File: config.mk
export PLATFORM = sky130hd
export DESIGN_NAME = clint_timer_flat
export DESIGN_NICKNAME = d
export VERILOG_FILES = /design/src/rtl/clint_timer_pkg.sv /design/src/rtl/clint_timer_if.sv /design/src/rtl/clint_mtime_counter.sv /design/src/rtl/clint_timer.sv /design/src/flat_wrapper.sv
export SDC_FILE = /design/constraint.sdc
export NUM_CORES = 1
export LEC_CHECK = 0
export BUFFER_PORTS_ARGS = -buffer_cell sky130_fd_sc_hd__buf_2
export CORE_AREA = 3 3 143 145
export DETAILED_ROUTE_END_ITERATION = 16
export DIE_AREA = 0 0 146 148
export PLACE_DENSITY = 0.72
export SLEW_MARGIN = 20
export SYNTH_ARGS = -nofsm -noshare
export SYNTH_HDL_FRONTEND = slang
export SYNTH_SLANG_ARGS = --single-unit
File: constraint.sdc
create_clock -name clk -period 2.4 [get_ports clk]
set_input_delay 0.6 -clock clk [delete_from_list [all_inputs] [get_ports clk]]
set_output_delay 0.6 -clock clk [all_outputs]
set_load 0.005 [all_outputs]
File: src/rtl/clint_timer_pkg.sv
// Shared constants and types for the CLINT machine timer.
// Register offsets, mtimecmp reset value, bus FSM state.
package clint_timer_pkg;

  localparam int CLINT_DATA_W = 32;

  localparam logic [31:0] CLINT_MSIP        = 32'h00;
  localparam logic [31:0] CLINT_MTIMECMP_LO = 32'h04;
  localparam logic [31:0] CLINT_MTIMECMP_HI = 32'h08;
  localparam logic [31:0] CLINT_MTIME_LO    = 32'h0C;
  localparam logic [31:0] CLINT_MTIME_HI    = 32'h10;

  localparam logic [63:0] CLINT_MTIMECMP_RESET =
    64'hFFFF_FFFF_FFFF_FFFF;

  typedef enum logic {
    IDLE,
    RESP
  } bus_state_e;

endpackage

File: src/rtl/clint_timer_if.sv
// Single-outstanding valid/ready request/response bus.
// master = requester (core), slave = clint_timer.
interface clint_timer_if
  import clint_timer_pkg::*;
#(
  parameter int ADDR_WIDTH = 5
);
  logic                    req_valid;
  logic                    req_ready;
  logic                    req_write;
  logic [ADDR_WIDTH-1:0]   req_address;
  logic [CLINT_DATA_W-1:0] req_wdata;
  logic                    resp_valid;
  logic                    resp_ready;
  logic [CLINT_DATA_W-1:0] resp_rdata;
  logic                    resp_error;

  modport master (
    output req_valid, req_write,
    output req_address, req_wdata,
    output resp_ready,
    input  req_ready, resp_valid,
    input  resp_rdata, resp_error
  );

  modport slave (
    input  req_valid, req_write,
    input  req_address, req_wdata,
    input  resp_ready,
    output req_ready, resp_valid,
    output resp_rdata, resp_error
  );
endinterface

File: src/rtl/clint_mtime_counter.sv
// Prescaled free-running 64-bit mtime with 32-bit half loads.
// Ports: clk, rst_n, load_lo/load_hi/load_data, mtime.
module clint_mtime_counter
  import clint_timer_pkg::*;
#(
  parameter int PRESCALE       = 1,
  parameter int PRESCALE_WIDTH = 8
) (
  input  logic                    clk,
  input  logic                    rst_n,
  input  logic                    load_lo,
  input  logic                    load_hi,
  input  logic [CLINT_DATA_W-1:0] load_data,
  output logic [63:0]             mtime
);

  logic [PRESCALE_WIDTH-1:0] pre;
  logic                      tick;

  assign tick = (pre == PRESCALE_WIDTH'(PRESCALE - 1));

  // A load beats the tick and restarts the prescale period.
  always_ff @(posedge clk or negedge rst_n) begin
    if (!rst_n) begin
      pre   <= '0;
      mtime <= '0;
    end else if (load_lo || load_hi) begin
      pre <= '0;
      if (load_lo) mtime[31:0]  <= load_data;
      if (load_hi) mtime[63:32] <= load_data;
    end else if (tick) begin
      pre   <= '0;
      mtime <= mtime + 64'd1;
    end else begin
      pre <= pre + PRESCALE_WIDTH'(1);
    end
  end

endmodule

File: src/rtl/clint_timer.sv
// CLINT-style machine timer and software interrupt source.
// Ports: clk, rst_n, bus (slave), timer_irq, soft_irq.
// Option: CLINT_MTIME_SNAPSHOT_EN gives tear-free mtime reads.
module clint_timer
  import clint_timer_pkg::*;
#(
  parameter int ADDR_WIDTH     = 5,
  parameter int PRESCALE       = 1,
  parameter int PRESCALE_WIDTH = 8
) (
  input  logic         clk,
  input  logic         rst_n,
  clint_timer_if.slave bus,
  output logic         timer_irq,
  output logic         soft_irq
);

  bus_state_e state, state_nxt;

  logic                  accept;
  logic                  wr;
  logic [ADDR_WIDTH-1:0] req_addr;
  logic [31:0]           addr;
  logic                  hit_msip;
  logic                  hit_cmp_lo;
  logic                  hit_cmp_hi;
  logic                  hit_mt_lo;
  logic                  hit_mt_hi;
  logic                  hit_any;
  logic [31:0]           rdata_nxt;
  logic [31:0]           rdata_q;
  logic                  error_q;
  logic                  msip;
  logic [63:0]           mtimecmp;
  logic [63:0]           mtime;
  logic [31:0]           mt_hi_rd;

  assign req_addr = bus.req_address;
  assign addr     = 32'(req_addr);

  // Offsets are word aligned, so a misaligned
  // address never hits and falls into the error path.
  assign hit_msip   = (addr == CLINT_MSIP);
  assign hit_cmp_lo = (addr == CLINT_MTIMECMP_LO);
  assign hit_cmp_hi = (addr == CLINT_MTIMECMP_HI);
  assign hit_mt_lo  = (addr == CLINT_MTIME_LO);
  assign hit_mt_hi  = (addr == CLINT_MTIME_HI);
  assign hit_any    = hit_msip | hit_cmp_lo | hit_cmp_hi
                    | hit_mt_lo | hit_mt_hi;

  always_ff @(posedge clk or negedge rst_n) begin
    if (!rst_n) state <= IDLE;
    else        state <= state_nxt;
  end

  always_comb begin
    state_nxt      = state;
    accept         = 1'b0;
    bus.req_ready  = 1'b0;
    bus.resp_valid = 1'b0;
    unique case (state)
      IDLE: begin
        bus.req_ready = 1'b1;
        if (bus.req_valid) begin
          accept    = 1'b1;
          state_nxt = RESP;
        end
      end
      RESP: begin
        bus.resp_valid = 1'b1;
        if (bus.resp_ready) state_nxt = IDLE;
      end
      default: state_nxt = IDLE;
    endcase
  end

  assign wr = accept && bus.req_write;

  clint_mtime_counter #(
    .PRESCALE       (PRESCALE),
    .PRESCALE_WIDTH (PRESCALE_WIDTH)
  ) u_mtime (
    .clk       (clk),
    .rst_n     (rst_n),
    .load_lo   (wr && hit_mt_lo),
    .load_hi   (wr && hit_mt_hi),
    .load_data (bus.req_wdata),
    .mtime     (mtime)
  );

`ifdef CLINT_MTIME_SNAPSHOT_EN
  logic [31:0] snap;

  // A low-half read freezes the high half for the next read.
  always_ff @(posedge clk or negedge rst_n) begin
    if (!rst_n)
      snap <= '0;
    else if (accept && !bus.req_write && hit_mt_lo)
      snap <= mtime[63:32];
  end

  assign mt_hi_rd = snap;
`else
  assign mt_hi_rd = mtime[63:32];
`endif

  always_comb begin
    rdata_nxt = '0;
    unique case (1'b1)
      hit_msip:   rdata_nxt = {31'b0, msip};
      hit_cmp_lo: rdata_nxt = mtimecmp[31:0];
      hit_cmp_hi: rdata_nxt = mtimecmp[63:32];
      hit_mt_lo:  rdata_nxt = mtime[31:0];
      hit_mt_hi:  rdata_nxt = mt_hi_rd;
      default:    rdata_nxt = '0;
    endcase
  end

  always_ff @(posedge clk or negedge rst_n) begin
    if (!rst_n) begin
      rdata_q <= '0;
      error_q <= 1'b0;
    end else if (accept) begin
      rdata_q <= bus.req_write ? '0 : rdata_nxt;
      error_q <= !hit_any;
    end
  end

  assign bus.resp_rdata = rdata_q;
  assign bus.resp_error = error_q;

  // Compare uses pre-edge values, so irq lags by one cycle.
  always_ff @(posedge clk or negedge rst_n) begin
    if (!rst_n) begin
      msip      <= 1'b0;
      mtimecmp  <= CLINT_MTIMECMP_RESET;
      timer_irq <= 1'b0;
    end else begin
      if (wr && hit_msip)   msip <= bus.req_wdata[0];
      if (wr && hit_cmp_lo) mtimecmp[31:0]  <= bus.req_wdata;
      if (wr && hit_cmp_hi) mtimecmp[63:32] <= bus.req_wdata;
      timer_irq <= (mtime >= mtimecmp);
    end
  end

  assign soft_irq = msip;

endmodule
File: src/flat_wrapper.sv
// flat-port wrapper written by rule: the top's interface ports become plain ports
module clint_timer_flat import clint_timer_pkg::*;
#(
  parameter int ADDR_WIDTH     = 5,
  parameter int PRESCALE       = 1,
  parameter int PRESCALE_WIDTH = 8
)
  (clk, rst_n, timer_irq, soft_irq, bus_req_valid, bus_req_write, bus_req_address, bus_req_wdata, bus_resp_ready, bus_req_ready, bus_resp_valid, bus_resp_rdata, bus_resp_error);
  clint_timer_if #(.ADDR_WIDTH(ADDR_WIDTH)) bus_i ();
  input  logic clk;
  input  logic rst_n;
  output logic timer_irq;
  output logic soft_irq;
  input wire logic [$bits(bus_i.req_valid)-1:0] bus_req_valid;
  input wire logic [$bits(bus_i.req_write)-1:0] bus_req_write;
  input wire logic [$bits(bus_i.req_address)-1:0] bus_req_address;
  input wire logic [$bits(bus_i.req_wdata)-1:0] bus_req_wdata;
  input wire logic [$bits(bus_i.resp_ready)-1:0] bus_resp_ready;
  output wire logic [$bits(bus_i.req_ready)-1:0] bus_req_ready;
  output wire logic [$bits(bus_i.resp_valid)-1:0] bus_resp_valid;
  output wire logic [$bits(bus_i.resp_rdata)-1:0] bus_resp_rdata;
  output wire logic [$bits(bus_i.resp_error)-1:0] bus_resp_error;
  assign bus_i.req_valid = bus_req_valid;
  assign bus_i.req_write = bus_req_write;
  assign bus_i.req_address = bus_req_address;
  assign bus_i.req_wdata = bus_req_wdata;
  assign bus_i.resp_ready = bus_resp_ready;
  assign bus_req_ready = bus_i.req_ready;
  assign bus_resp_valid = bus_i.resp_valid;
  assign bus_resp_rdata = bus_i.resp_rdata;
  assign bus_resp_error = bus_i.resp_error;
  clint_timer #(.ADDR_WIDTH(ADDR_WIDTH), .PRESCALE(PRESCALE), .PRESCALE_WIDTH(PRESCALE_WIDTH)) u_core (.clk(clk), .rst_n(rst_n), .bus(bus_i), .timer_irq(timer_irq), .soft_irq(soft_irq));
endmodule
* After elaboration in Yosys (flattened, before gate mapping)
Index checks and enable logic that the tools add are counted.
W data, S select, Z words.
** Word-level totals
- Register bits :: 172
- Input bits :: 42
- Output and inout port bits :: 37
- Word-level logic and storage cells :: 51
** Cells by class
- Add/sub/neg operators :: 2
- $lt $le $gt $ge :: 1
- Eq/ne operators :: 6
- Muxes and demuxes :: 14
- Bitwise operators :: 5
- Reduce and logical (&&, ||, !) cells :: 13
** Operators by type and width (count)
- $pmux W32 S5 :: 1
- $mux W64 :: 2
- $mux W32 :: 3
- $add A64 B1 Y64 const B :: 1
- $ge A64 B64 Y1 :: 1
- $logic_not A32 Y1 :: 1
- $mux W8 :: 2
- $eq A5 B4 Y1 const B :: 2
- $add A8 B1 Y8 const B :: 1
- $logic_not A8 Y1 :: 1
- $logic_and A1 B1 Y1 :: 6
- $eq A5 B3 Y1 const B :: 1
- $eq A5 B5 Y1 const B :: 1
- $mux W1 :: 5
- $ne A2 B2 Y1 const B :: 2
- $or A1 B1 Y1 :: 4
- $reduce_and A2 Y1 :: 2
- $pmux W1 S2 :: 1
- $reduce_bool A2 Y1 :: 1
- $logic_not A1 Y1 :: 1
- $logic_or A1 B1 Y1 :: 1
- $not A1 Y1 :: 1

* Logic depth before layout (Yosys ltp)
Gate-level depths: netlist of run 1.
- Word-level depth :: 7
- Depth in mapped cells :: 9
- Mapped depth without buffers :: 8

* Modules after synthesis
From an unflattened synthesis of run 1, not the netlist that was laid out.
** Second synthesis, totals
- Cells, all modules :: 1141
- Area, all modules :: 10618.9 um^2
** Modules (own cells, without submodules)
- clint_timer :: instances 1, cells each 598, area an instance 6130.9 um^2, sequential area each 2582.5 um^2
- clint_mtime_counter :: instances 1, cells each 543, area an instance 4488.1 um^2, sequential area each 1801.7 um^2

* Worst setup path before layout of run 1
No wires, ideal clock.
- Kind :: input port to flip-flop
- Start :: input port bus_req_address[2]
- End :: register u_core.u_mtime.mtime[23]
- Library setup time :: 69 ps
- Data arrival time :: 2282 ps
- Data required time :: 2331 ps
- Path slack :: 49 ps
- Stages on the path :: 7
- Path buffers :: 1
- Cells stage by stage :: buf_2 -> nand3b_1 -> nor3_4 -> o21bai_1 -> nand2_1 -> or4_1 -> nand3_1
** On the way
- Cells in the longest elaborated chain, start to end :: 5
- Elaborated cells between the ends (all ways) :: 9
- Those cells by class :: eq/ne: 3; mux: 1; reduce/logical: 5
** RTL lines
- start: declaration :: RTL line flat_wrapper.sv:16 : input wire logic [$bits(bus_i.req_address)-1:0] bus_req_address;
- $eq A5 B4 Y1 or $eq A5 B5 Y1 (tied branches) :: RTL line clint_timer.sv:46, clint_timer.sv:47
- $logic_and A1 B1 Y1 (on tied branches) :: RTL line clint_timer.sv:85, clint_timer.sv:86
- $logic_or A1 B1 Y1 :: RTL line clint_mtime_counter.sv:27 : end else if (load_lo || load_hi) begin
- $ne A2 B2 Y1 (no source line) or $reduce_bool A2 Y1 (tied branches)
- $reduce_and A2 Y1 (no source line)
- end signal: assignment :: RTL line clint_mtime_counter.sv:29 : if (load_lo) mtime[31:0] <= load_data;
- end signal: assignment :: RTL line clint_mtime_counter.sv:33 : mtime <= mtime + 64'd1;
- end: declaration :: RTL line clint_mtime_counter.sv:14 : output logic [63:0] mtime
Several ways; a longest one is shown, not always the timed one.
A chain may end at the register's enable or synchronous reset.

* Worst setup path in the final report of run 1
- Start :: register u_core.u_mtime.mtime[11]
- End :: register u_core.u_mtime.mtime[63]
** On the way
- Cells in the longest elaborated chain, start to end :: 3
** RTL lines
- $add A64 B1 Y64 :: RTL line clint_mtime_counter.sv:33
- $mux W64 :: RTL line clint_mtime_counter.sv:31 : end else if (tick) begin
- $mux W64 :: RTL line clint_mtime_counter.sv:27
Every way passes these cells. The select of a mux whose other input is x is not followed.

==> run summary, run 1 <==
The flow ran to the end, and the final reports show no timing, DRC or antenna violations. The number of antenna violations at the first check in global routing came out at 0. The global-route wire length before repair is about 55 mm.

The count of unresolved DRC violations after routing came out at 0. The initial detailed-routing violation count came out at 1217. Summing the areas of all fa, ha and maj instances in the mapped netlist gives 7.97% of the synthesized area. Sequential cells were found to cover between 40% and 50% of the synthesized design area. The most used flip-flop cell after synthesis is dfrtp_1. The largest incremental delay on the critical path came out at between 400 and 500 ps. The worst-case clock skew came out at 8.82 ps. The static leakage power is 6.14 nW. The largest buffer count on any clock path is 2. The worst hold slack came out at 117 ps. nand2_1 is the most common cell in the netlist. The final count of pins violating max slew came to 0. At the pin with the least slew margin, the transition time is 530 ps. The area share of the largest cell type after synthesis is between 20% and 30%. The post-detailed-route wirelength per cell came out at 20.5 um. The final core area utilization came out at 67.6%. The share of flip-flops with an asynchronous set or reset came out at between 90% and 100%.

The total of max-cap violations is 0. The final worst-path cycle share is slightly below 100%. The setup TNS is 0 ps. Sorting the synthesized cells by area gives the leading types as dfrtp_1, dfstp_2, ha_1. The signed area change from the synthesized netlist to the final layout is 24.2%. The sum of overflow across all layers after global routing is 0. The worst setup path is launched from a register.

The clock sink count came out at 172. The number of setup violations in the final report is 0. The fraction of final layout cells with drive strength greater than 1 came out at 28.3%.

The post-synthesis share of cell area spent on and, or, nand and nor gates is 18.6%. The dominant combinational cell family by area after synthesis is compound AO/OA/AOI/OAI gates. The shortest period the worst path allows came out at between 2000 and 2500 ps. After Yosys synthesis, XOR and XNOR cells account for 0.500% of the synthesized area. After synthesis the cells add up to 10500 um2. The mux share of post-synthesis cell area came out at 4.12%. The count of antenna-violating nets left after detailed routing came out at 0.

The clock-pin slew reported for the worst setup and hold paths after clock tree synthesis came out at 70 ps. The count of flip-flops with a built-in enable after synthesis came out at 0. The core area came out at 19300 um2. The signal arrival time at the worst endpoint came out at 2700 ps.

The number of H-tree branching levels is 4. In this run, synthesis produced a sequential element count of 172. The clock latency reported for the late side of the worst-skew pair came out at 430 ps. The global router's overall resource usage is 31.6%. The critical path is of the reg -> reg type. The die is roughly 150 um tall.

Counting every net in the synthesized netlist gives 1292. Among all stages on the critical path, the largest delay is contributed by nor4_4. The clock root buffer is clkbuf_16.

After detailed routing, the number of vias per cell comes to between 6 and 7. In this run the tool buffered the top-level ports with just under 80 buffer cells. The boundary pin count came out at 79.

The post-synthesis average cell area came out at 8.89 um2. The largest net degree at the start of global routing came out at 65. The finished layout cell area is 13100 um2. The maximum clock frequency is 426 MHz. The routed via count is 10400.

The die outline area came out at 21600 um2. The nature of the critical path endpoint is a register. For the worst setup path, the data required time is 2750 ps.

The final antenna diode count came out at 0. In this design, the largest share of critical-path delay is due to simple AND/OR/NAND/NOR gates. TritonCTS built the clock tree.

Sorting the synthesized cells by how often they occur yields nand2_1, dfrtp_1, a21oi_1, o21ai_0, inv_1. The post-detailed-routing wire length came out at ~34 mm. The buffers plus inverters on the worst setup path is 1. The final weighted congestion in routability-driven placement is 1.00.

Clock tree synthesis inserted a total of 17 buffers. Once the floorplan was initialized, standard cells occupied 54.4% of the core. The HPWL reported at the end of detailed placement came out at 25.3 mm. The number of search-and-repair iterations in the first detailed-routing pass is 10. The number of global-route vias before repair is 10100. From left edge to right edge, the die measures 146 um.

The critical path goes through nand2_1, nor4_4, buf_4, nand3_1, or3_1, a21oi_1, a2bb2oi_1. The number of distinct library cells after synthesis is 69. The path type of the worst min-delay path is in -> async. Row generation in the floorplan step produced a little over 50 rows.

VDD sags by at most 0.000527 V. The instance count of the mapped netlist came out at between 1000 and 1500. Setup repair after global routing could not meet its margin everywhere.

The count of nets after finishing is 1484. In this run the tightest slew margin relative to its limit is 64.7%. In this run the cell area measured after placement is between 10000 and 15000 um2.

The final-report hold violation count came out at 0. In this run the worst path has a maximum fanout of 6. The final total power is 0.00998 W. Of all cell types, the one taking the most synthesized area is dfrtp_1. The fraction of the mapped netlist area in compound gates came out at around 22%. The Yosys step of the flow raised 0 warnings. Dividing total power by cell area gives a power density of 763 nW/um2.
==> cell usage in the layout, fill, tap and decap left out, drive strengths merged, types with 33 or more instances in the layout <==
master / synthesis / routed
a21oi: 107 / 107
nor2: 59 / 59
buf: 10 / 238
dfrtp: 108 / 108
a22o: 33 / 33
o21ai: 82 / 82
dfstp: 64 / 64
mux2: 34 / 34
ha: 67 / 67
inv: 76 / 80
nand2: 182 / 182
nand3: 50 / 50
==> metrics by stage <==
| stage | std cells | worst slack [ps] |
|---|---|---|
| 2_1_floorplan | 1183 | 49.4 |
| 3_3_place_gp | 1617 | 11.3 |
| 3_5_place_dp | 1617 | -63.2 |
| 4_1_cts | 1649 | 12.9 |
| 5_1_grt | 1653 | -41.5 |
| 6_report | 1653 | 55.3 |
==> where the power goes <==
group	leakage, nW	total (W)	switching [W]	internal, W
logic	3.88	0.00329	0.00190	0.00140
registers	1.97	0.00386	0.000386	0.00348
clock network	0.285	0.00282	0.00122	0.00161
total	6.14	0.00998	0.00350	0.00648
==> registers in the layout, indices dropped and copies added (netlist names) <==
name	flops
u_core.mtimecmp	64
u_core.u_mtime.mtime	64
u_core.bus.resp_rdata	32
u_core.u_mtime.pre	8
u_core.bus.resp_error	1
u_core.soft_irq	1
u_core.state	1
u_core.timer_irq	1
==> final cells by class <==
class	count	area (um2)
tap	265	332
sequential	172	4380
fill	1569	6260
inverter	76	285
timing repair buffer	238	1760
clock buffer	21	460
multi-input combinational	870	5710
clock inverter	11	133
==> worst reg2reg max path, stage by stage (launching register included) <==
cell and delay (ps):
dfrtp_1 410, nand2_1 230, nor4_4 480, buf_4 220, nand3_1 150, or3_1 450, a21oi_1 170, a2bb2oi_1 160
==> worst paths after layout <==
| path | endpoint | depth (start not counted) | slack [ps] | from |
|---|---|---|---|---|
| hold / removal | u_core.bus.resp_rdata[25] | 1 | 120 | rst_n |
| hold reg to reg | u_core.bus.resp_rdata[22] | 1 | 500 | u_core.bus.resp_rdata[22] |
| min in group clk | u_core.state | 2 | 370 | bus_resp_ready |
| max in group asynchronous | u_core.mtimecmp[60] | 2 | 1570 | rst_n |
| setup / recovery | u_core.u_mtime.mtime[63] | 7 | 60 | u_core.u_mtime.mtime[11] |
| setup reg to reg | u_core.u_mtime.mtime[63] | 7 | 60 | u_core.u_mtime.mtime[11] |
==> timing repair <==
action                                  in CTS  in global routing
pin swaps                                    0                  2
resized for setup                            1                 12
setup buffers                                0                  4
endpoints found under the setup margin       5                 22
endpoints found under the hold margin        0                  0
hold buffers                                 0                  0
==> metal layers <==
layer	routed length, um	GRT usage, %
met4	1020	12.1
met2	16000	51.5
met5	0	0
met3	2610	4.02
met1	14300	43.5
==> kinds of logic (layout without fill, tap and decap cells) <==
| kind of cell | after synthesis | count (layout) |
|---|---|---|
| xor+xnor | 6 | 6 |
| compound gates | 350 | 350 |
| buf+inv | 141 | 346 |
| flops | 172 | 172 |
| fa+ha+maj | 67 | 67 |
| mux | 39 | 39 |
| simple gates | 408 | 408 |
Note: power is estimated with default switching activity, not from simulation.
==> run 2, diff against run 1 <==
Settings changed: ABC_AREA set to 1, CORE_AREA 3 3 143 145 to 3 3 148 150, DIE_AREA 0 0 146 148 to 0 0 151 153, PLACE_DENSITY 0.72 to 0.73.
==> run 2 against run 1 <==
Utilization shrank 4.0 points. Hold slack worse by 37 ps. Critical path type unchanged. Cell count is 27% higher. Largest power group unchanged.
==> run summary, run 2 <==
The biggest area contributor in the post-synthesis netlist is dfrtp_1. The post-synthesis share of cell area spent on and, or, nand and nor gates came to 29.7% (+11 points). The core area is 20800 um2 (+7.7%).

The count of placed standard cells in the final layout, fillers left out came to 2106 (+27%). The total of max-cap violations came out at 0 (unchanged). The endpoint required time on the critical path was 2730 ps (-20 ps). The critical path goes through nand2_1, nor2_1, nand2_1, nor2_1, inv_1, o21ai_0, nand2_1, o21ai_1, inv_1.

The number of H-tree branching levels came out at 4 (unchanged). STA classifies the critical path endpoint as a register. The post-detailed-route wirelength per cell is 19.5 um (-4.9%).

The combined area of all synthesized cells is 11600 um2 (+10%). Ranked by total cell area, the synthesized netlist is headed by dfrtp_1, nand2_1, dfstp_2. The worst-case clock skew came out at 11.0 ps (+2.21 ps).

In this design, the critical path's most frequently occurring cell is nand2_1. The number of antenna violations at the first check in global routing came out at 0 (unchanged). The die outline area came out at 23100 um2 (+6.9%). The global router's overall resource usage was 36.1% (+4.5 points). The detail-routed via count per cell came out at 5.72 (-9.4%). The HPWL reported at the end of detailed placement is 32.4 mm (+28%). The initial core utilization is 55.6% (+1.2 points). The largest buffer count on any clock path is 2 (unchanged).

The maximum clock frequency is 434 MHz (+1.8%). The largest net degree at the start of global routing is 50 (-23%). The largest voltage drop on the vdd net came out at 0.000554 V (+5.1%). The max-slew headroom at the worst pin is 63.8% (-0.83 points). The cts-stage hold buffer count was 0 (unchanged). The area share of the largest cell type after synthesis is 23.3% (-2.3 points).

The TritonCTS buffer count came out at 17 (unchanged). The XOR/XNOR share of the synthesized area is 0.756% (+0.26 points). The clock sink count is 172 (unchanged). The storage element area is 4380 um2 (unchanged). The chip width is 151 um (+3.4%).

The fraction of the mapped netlist area in compound gates is 15.4% (-6.6 points). The final worst-path cycle share came out at 95.9% (-1.8 points). The slew at the pin with the worst max-slew slack is 538 ps (+8.34 ps). The detailed-route wire length on metal 1 came to 17.7 mm (+24%). Sorting the synthesized cells by how often they occur yields nand2_1, nor2_1, inv_1, o21ai_0, dfrtp_1. The share of flip-flops with an asynchronous set or reset is 100% (unchanged).

STA classifies the critical path startpoint as a register. The ratio of total power to cell area is 773 nW/um2 (+1.3%). The instance count of the mapped netlist came out at 1717 (+45%). The boundary pin count came out at 79 (unchanged).

The number of filler cells placed in the layout is 1964 (+25%). The flip-flop and latch count after synthesis came out at 172 (unchanged). The area growth from synthesis to layout is 14.4%. The clock latency reported for the late side of the worst-skew pair is 440 ps (about the same).

The number of resized instances in the post-cts repair step came to 0 (-1). Routed signal wires occupy layers up through met4. Setup repair after global routing left no endpoint under its margin. The count of unresolved DRC violations after routing is 0 (unchanged). The static leakage power came out at 6.00 nW (-2.3%). Leaving out fill and tap cells, the most frequent cells in the layout are nand2_1, nor2_1, inv_1. The signal arrival time at the worst endpoint came to 2630 ps (-70 ps).

Among all stages on the critical path, the largest delay is contributed by dfrtp_1. nand2_1 is the most common cell in the netlist. The total of buffers placed on input and output ports is 78 (unchanged).

Clock tree synthesis selected as its root buffer the cell clkbuf_16. The clock-pin slew reported for the worst setup and hold paths after clock tree synthesis came out at 70 ps (about the same). The count of flip-flops with a built-in enable after synthesis was 0 (unchanged).

The post-detailed-routing wire length came out at 41.1 mm (+21%). The setup TNS is 0 ps (unchanged). The fraction of final layout cells with drive strength greater than 1 is 13.5% (-15 points). The net count of the mapped netlist came out at 1826 (+41%).

The sequential cell area fraction in the yosys report was 37.9% (-3.8 points). The internal reg-to-reg setup slack is 100 ps (+40 ps). The mux share of post-synthesis cell area is 0% (-4.1 points). The number of cells in the design after placement is 2074 (+28%). The length of routed met3 wiring came to 3.77 mm (+44%).

The final weighted congestion in routability-driven placement was 1.07 (+6.4%). The post-CTS setup buffer count is 0 (unchanged). The worst hold slack came to 80.5 ps (-36.7 ps). The largest incremental delay on the critical path was 610 ps (+130 ps). The final-report hold violation count is 0 (unchanged). The number of placement rows is 53 (+3.9%). TritonCTS built the clock tree. The synthesized-area fraction occupied by adder cells is 7.24% (-0.73 points).

The setup path with the least slack is of type reg -> reg. The routed via count is 12100 (+15%). The shortest period the worst path allows was 2300 ps (-42.2 ps). The number of cells on the worst reg-to-reg path came out at 9 (+2). The count of antenna-violating nets left after detailed routing came to 0 (unchanged). The count of nets after finishing came out at 1927 (+30%). The vertical die dimension came out at 153 um (+3.4%).

The final antenna diode count came out at 0 (unchanged). The maximum net fanout on the critical path is 5 (-1). The run finished with clean final reports. The tightest min-delay check is of the in -> async type. The sum of overflow across all layers after global routing came out at 0 (unchanged). The number of global-route vias before repair came out at 11500 (+14%). The initial detailed-routing violation count was 1343 (+10%). The post-synthesis average cell area was 6.74 um2 (-24%). The area of combinational cells with multiple inputs is 6150 um2 (+7.7%). The most common cell after layout, fill and taps aside is nand2_1. The final count of pins violating max slew is 0 (unchanged).

The number of warnings issued by yosys came to 0 (unchanged). The number of setup violations in the final report is 0 (unchanged). The met2 wire length came out at 18.1 mm (+13%). After synthesis, the largest family of logic cells by area is simple AND/OR/NAND/NOR gates. The number of search-and-repair iterations in the first detailed-routing pass came out at 6 (-4).

For this run, the leading register cell type out of synthesis is dfrtp_1. The number of distinct library cells after synthesis is 35 (-49%). The global-route wire length before repair is 63.9 mm (+17%).
==> run 2: kinds of logic (layout without fill, tap and decap cells) <==
family          after synthesis  after routing
flops                       172            172
xor+xnor                     10             10
simple gates                864            864
fa+ha+maj                    67             67
buf+inv                     270            384
compound gates              334            334
==> run 2: per-stage QoR <==
stage / area [um2] / setup WS (ps) / power, W / util (%)
after global placement: 12600 / 131 / 0.00701 / 60.6
final: 13200 / 97.5 / 0.0102 / 63.6
after CTS: 13200 / 212 / 0.0102 / 63.6
after floorplan: 11600 / 518 / 0.00593 / -
after detailed placement: 12600 / 106 / 0.00711 / 60.6
after global routing: 13200 / 18.6 / 0.0109 / 63.6
==> run 2: area by class of cell <==
class,count,area share [%]
clock buffer,20,3.45
clock inverter,12,1.31
inverter,216,6.12
multi-input combinational,1275,46.5
sequential,172,33.1
tap,275,2.60
timing repair buffer,136,6.94
==> run 2: path summary, 6_finish.rpt <==
path,from,to
setup / recovery,u_core.u_mtime.mtime[31],u_core.u_mtime.mtime[39]
hold / removal,rst_n,u_core.bus.resp_rdata[10]
setup reg to reg,u_core.u_mtime.mtime[31],u_core.u_mtime.mtime[39]
hold reg to reg,u_core.bus.resp_rdata[21],u_core.bus.resp_rdata[21]
max in group asynchronous,rst_n,u_core.mtimecmp[1]
min in group clk,bus_resp_ready,u_core.state
==> run 2: layer usage <==
metal	vias to the layer above	global-route usage (%)
met2	597	55.0
met5	-	0
li1	5728	-
met4	0	13.0
met3	93	7.20
met1	5637	51.1
==> run 2: power by group <==
part,leakage (nW),total [W],switching (W),internal [W]
Sequential,2.05,0.00412,0.000689,0.00343
Clock,0.310,0.00305,0.00132,0.00173
Combinational,3.64,0.00307,0.00193,0.00114
==> run 2: worst max-delay path: cells and delay by family, from the launching register on <==
kind / cells / cell delay [ps]
and+or+nand+nor: 5 / 1110
AOI/OAI and AO/OA: 2 / 340
buffers and inverters: 2 / 120
DFF: 1 / 610
